==> src/rtl/keypad_emulator.sv <==
// keypad_emulator
//   Switch-matrix side of a 4x4 keypad. Watches the scanner's active-low row
//   drive and answers on the active-low column sense lines the way a real key
//   would: a bouncing contact, then a solid hold, then an open release gap.
//
//   clk        clock
//   rst        asynchronous, active-high reset
//   key_code   key to press (0-9, A-D, E='*', F='#')
//   press_req  start a press; only looked at while idle
//   abort      drop the press in progress (no done pulse)
//   scan_in    row drive from scanner, active-low one-hot
//   sense_out  column sense to scanner, active-low, 1111 = open
//   busy       press sequence in progress
//   done       one-cycle pulse when a sequence completes normally
//   contact    current switch state (1 = closed)
module keypad_emulator #(
  parameter int BOUNCE_CYCLES = 40,
  parameter int BOUNCE_PERIOD = 4,
  parameter int HOLD_CYCLES   = 1000,
  parameter int GAP_CYCLES    = 200
) (
  input  logic       clk,
  input  logic       rst,
  input  logic [3:0] key_code,
  input  logic       press_req,
  input  logic       abort,
  input  logic [3:0] scan_in,
  output logic [3:0] sense_out,
  output logic       busy,
  output logic       done,
  output logic       contact
);

  typedef enum logic [1:0] {IDLE, BOUNCE, HOLD, GAP} state_t;

  localparam logic [15:0] B_LAST = 16'(BOUNCE_CYCLES - 1);
  localparam logic [15:0] H_LAST = 16'(HOLD_CYCLES - 1);
  localparam logic [15:0] G_LAST = 16'(GAP_CYCLES - 1);
  localparam logic [15:0] B_PER  = 16'(BOUNCE_PERIOD);

  state_t      state_q, state_d;
  logic [15:0] cnt_q, cnt_d;
  logic [3:0]  row_q, row_d, col_q, col_d;
  logic        busy_q, busy_d, done_q, done_d, contact_q, contact_d;
  logic [15:0] bounce_lvl;
  logic [7:0]  map;

  // {row pattern, column pattern} for the requested key
  always_comb begin
    case (key_code)
      4'h1: map = 8'b0111_0111;
      4'h2: map = 8'b0111_1011;
      4'h3: map = 8'b0111_1101;
      4'hA: map = 8'b0111_1110;
      4'h4: map = 8'b1011_0111;
      4'h5: map = 8'b1011_1011;
      4'h6: map = 8'b1011_1101;
      4'hB: map = 8'b1011_1110;
      4'h7: map = 8'b1101_0111;
      4'h8: map = 8'b1101_1011;
      4'h9: map = 8'b1101_1101;
      4'hC: map = 8'b1101_1110;
      4'hE: map = 8'b1110_0111;
      4'h0: map = 8'b1110_1011;
      4'hF: map = 8'b1110_1101;
      default: map = 8'b1110_1110; // 4'hD
    endcase
  end

  always_comb begin
    state_d = state_q;
    cnt_d   = cnt_q + 16'd1;
    row_d   = row_q;
    col_d   = col_q;
    done_d  = 1'b0;
    case (state_q)
      IDLE: begin
        cnt_d = 16'd0;
        if (press_req && !abort) begin
          {row_d, col_d} = map;
          state_d = (BOUNCE_CYCLES == 0) ? HOLD : BOUNCE;
        end
      end
      BOUNCE: if (cnt_q == B_LAST) state_d = HOLD;
      HOLD:   if (cnt_q == H_LAST) state_d = GAP;
      GAP: if (cnt_q == G_LAST) begin
        state_d = IDLE;
        done_d  = 1'b1;
      end
      default: state_d = IDLE;
    endcase
    // abort beats a normal completion in the same cycle
    if (abort && state_q != IDLE) begin
      state_d = IDLE;
      done_d  = 1'b0;
    end
    if (state_d != state_q) cnt_d = 16'd0;
  end

  // outputs are registered, so derive them from the next state/count
  always_comb begin
    bounce_lvl = cnt_d / B_PER;
    busy_d     = (state_d != IDLE);
    case (state_d)
      BOUNCE:  contact_d = ~bounce_lvl[0];
      HOLD:    contact_d = 1'b1;
      default: contact_d = 1'b0;
    endcase
  end

  always_ff @(posedge clk or posedge rst) begin
    if (rst) begin
      state_q   <= IDLE;
      cnt_q     <= 16'd0;
      row_q     <= 4'hF;
      col_q     <= 4'hF;
      busy_q    <= 1'b0;
      done_q    <= 1'b0;
      contact_q <= 1'b0;
    end else begin
      state_q   <= state_d;
      cnt_q     <= cnt_d;
      row_q     <= row_d;
      col_q     <= col_d;
      busy_q    <= busy_d;
      done_q    <= done_d;
      contact_q <= contact_d;
    end
  end

  // exact match only: multi-hot or idle scan patterns never see a contact
  assign sense_out = (contact_q && scan_in == row_q) ? col_q : 4'hF;
  assign busy      = busy_q;
  assign done      = done_q;
  assign contact   = contact_q;

endmodule

==> config.mk <==
export PLATFORM = sky130hd
export DESIGN_NAME = keypad_emulator
export DESIGN_NICKNAME = d
export VERILOG_FILES = /design/src/rtl/keypad_emulator.sv
export SDC_FILE = /design/constraint.sdc
export NUM_CORES = 1
export LEC_CHECK = 0
export CORE_MARGIN = 4
export CORE_UTILIZATION = 50
export DETAILED_ROUTE_END_ITERATION = 6
export GPL_TIMING_DRIVEN = 1
export PLACE_DENSITY = 0.72
export SLEW_MARGIN = 20
export SYNTH_ARGS = -nofsm -noshare
export SYNTH_HDL_FRONTEND = slang
export SYNTH_SLANG_ARGS = --single-unit
==> constraint.sdc <==
create_clock -name clk -period 6.26 [get_ports clk]
set_input_delay 1.878 -clock clk [delete_from_list [all_inputs] [get_ports clk]]
set_output_delay 1.878 -clock clk [all_outputs]
set_load 0.03 [all_outputs]
==> flow_metrics.env <==
export IMPL_drc=0
export IMPL_hp_class="flop to flop"
export IMPL_drt_iter0_markers=83
export IMPL_htree_levels=2
export IMPL_worst_hold_startpoint="row_q[3]"
export IMPL_peakVddDrop_v=0.000128
export IMPL_clock_latency_ps=330
export IMPL_path_delay_family="buffers and inverters"
export IMPL_slew_viol_final=0
export IMPL_timing_rr_start="cnt_q[0]"
export IMPL_met1_usage=0.204
export IMPL_antenna_found_initial=0
export IMPL_synth_top_area_cell="dfrtp_1"
export IMPL_final_common_cell="nor2_1"
export IMPL_r2r_slack_ps=3950
export IMPL_cp_buffers_inverters=3
export IMPL_grt_max_degree=30
export IMPL_relSlewSlack=0.408
export IMPL_period_share=0.928
export IMPL_yosys_warnings=0
export IMPL_async_flop_share=1.00
export IMPL_cts_buffers_inserted=5
export IMPL_slowest_stage="clkdlybuf4s50_1"
export IMPL_io_buffers=18
export IMPL_ioPinCount=19
export IMPL_worst_pin_slew_ps=875
export IMPL_min_period_ps=5810
export IMPL_end_kind="output port"
export IMPL_cts_setup_buffers=0
export IMPL_fin_cells=245
export IMPL_gp_congestion=0.887
export IMPL_grt_pass1_vias=1325
export IMPL_yosysUniqueCellTypes=43
export IMPL_route_vias_total=1326
export IMPL_start_kind="input port"
export IMPL_cp_data_required_time_ps=4380
export IMPL_hold_end="row_q[3]"
export IMPL_crit_top_cell="clkdlybuf4s50_1"
export IMPL_dieArea_um2=4420
export IMPL_rows=20
export IMPL_synth_main_ff_cell="dfrtp_1"
export IMPL_root_buffer="clkbuf_4"
export IMPL_tns_ps=0
export IMPL_overflow=0
export IMPL_clock_sinks=29
export IMPL_leakagePower_uw=0.000828
export IMPL_dp_final_hpwl_um=2390
export IMPL_yosysSeqAreaShare=0.430
export IMPL_path_clk_slew_ps=80
export IMPL_ys_seq_elements=29
export IMPL_placed_cells=238
export IMPL_r2r_end="contact"
export IMPL_syn_avg_cell_area_um2=9.35
export IMPL_synth_edf_count=0
export IMPL_max_freq_mhz=172
export IMPL_fp_dieW_um=66.5
export IMPL_fin_skew_ps=5.75
export IMPL_use_met2=0.291
export IMPL_status="completed"
export IMPL_fillers=275
export IMPL_track_usage=0.173
export IMPL_drv_cap=0
export IMPL_synth_nets=205
export IMPL_hold_violations=0
export IMPL_antenna_cells=0
export IMPL_areaGrowthSynthToFinish_pct=14.8
export IMPL_top_usage_layer="met2"
export IMPL_cp_max_fo=4
export IMPL_whs_path_depth=2
export IMPL_path_class="input port to output port"
export IMPL_crit_arrival_ps=3930
export IMPL_grt_pass1_wl_um=5780
export IMPL_first_pass_iters=4
export IMPL_yosysTopAreaCellShare=0.307
export IMPL_synth_cells=183
export IMPL_gr_usage_met3=0.0489
export IMPL_start_util=0.542
export IMPL_final_nets=223
export IMPL_ff2ff_path_depth=8
export IMPL_worstPathCellList="clkdlybuf4s50_1 -> inv_1 -> a222oi_1 -> nor4b_1 -> nand2b_1 -> clkdlybuf4s50_1"
export IMPL_post_cts_resized=0
export IMPL_grt_setup_unrepaired="false"
export IMPL_p_total_uw=391
export IMPL_routed_wirelength_um=3190
export IMPL_die_h_um=66.5
export IMPL_syn_area_um2=1710
export IMPL_post_drt_wl_per_cell_um=13.0
export IMPL_cts_tree="built"
export IMPL_avgViaCountPerCell=5.41
export IMPL_coreArea_um2=3150
export IMPL_power_density_nw_per_um2=199
export IMPL_max_stage_delay_ps=610
export IMPL_drive_gt1_frac=0.109
export IMPL_hold_buffers=0
export IMPL_synthTopCellsByArea="dfrtp_1 (31%), dfstp_2 (12%), ha_1 (7.3%)"
export IMPL_ant_nets=0
export IMPL_finalSetupViolCount=0
export IMPL_cts_buffer_depth=2
export IMPL_layout_common_cells="nor2_1 (25), nand2_1 (22), dfrtp_1 (21), clkdlybuf4s50_1 (18), xor2_1 (14)"
## worst reg2reg max path: cells and delay by family, from the launching register on
family	cells	cell delay [ps]
adders and majority gates	2	500
DFF	1	410
and+or+nand+nor	3	650
AOI/OAI and AO/OA	3	630
## registers in the layout, indices dropped and copies added (netlist names)
signal and count:
cnt_q 16, col_q 4, row_q 4, state_q 2, busy 1, contact 1
done 1
## final cells by class
type	instances	area (µm²)	area share
Clock buffer	7	55.1	0.0280
Inverter	10	37.5	0.0191
Multi-Input combinational cell	137	901	0.459
Sequential cell	29	736	0.375
Tap cell	44	55.1	0.0280
Timing Repair Buffer	18	180	0.0917
## cells in the mapped netlist, types with 2 or more instances
master / count
nand4_1: 2
xor2_1: 14
nor2b_1: 4
nor4b_1: 3
buf_2: 2
a21oi_1: 3
nand2b_1: 5
nand2_1: 22
nand3_1: 9
nand4b_1: 2
xnor2_1: 2
inv_1: 10
nor2_1: 25
o21ai_0: 9
dfstp_2: 8
clkbuf_1: 4
and3_1: 3
ha_1: 10
dfrtp_1: 21
o22ai_1: 2
## through the flow
stage                     hold WS (ps)  utilization  worst slack (ps)  area, µm²
after global routing               501        0.623               271       1960
after global placement             448        0.606               493       1910
after detailed placement           457        0.606               401       1910
final                              467        0.623               448       1960
after floorplan                    436            -              1430       1710
after CTS                          470        0.623               407       1960
## report_power, final
group	switching, µW	internal, µW
clock network	61.9	52.9
registers	8.67	209
logic	31.9	27.4
## worst max path at each step
| stage | startpoint | to | depth (start not counted) |
|---|---|---|---|
| 2_1_floorplan | scan_in[1] | sense_out[0] | 4 |
| 6_report | scan_in[1] | sense_out[0] | 6 |
| 5_1_grt | scan_in[1] | sense_out[0] | 6 |
| 4_1_cts | scan_in[1] | sense_out[0] | 6 |
| 3_3_place_gp | scan_in[1] | sense_out[0] | 6 |
| 3_5_place_dp | scan_in[1] | sense_out[0] | 6 |
## per-layer routing
metal | wire length (µm) | vias to the layer above
li1 | - | 657
met1 | 1490 | 638
met2 | 1520 | 24
met3 | 120 | 7
met4 | 65 | 0
met5 | 0 | -
## cell families (layout without fill, tap and decap cells)
group                      count (synthesis)  count (layout)  synth area share
DFF                                       29              29             0.430
buffers and inverters                     17              35            0.0432
xor gates and xnor gates                  16              16            0.0819
and+or+nand+nor                           82              82             0.252
AOI/OAI and AO/OA                         29              29             0.120
adders and majority gates                 10              10            0.0732
(Power assumes the default switching activity.)
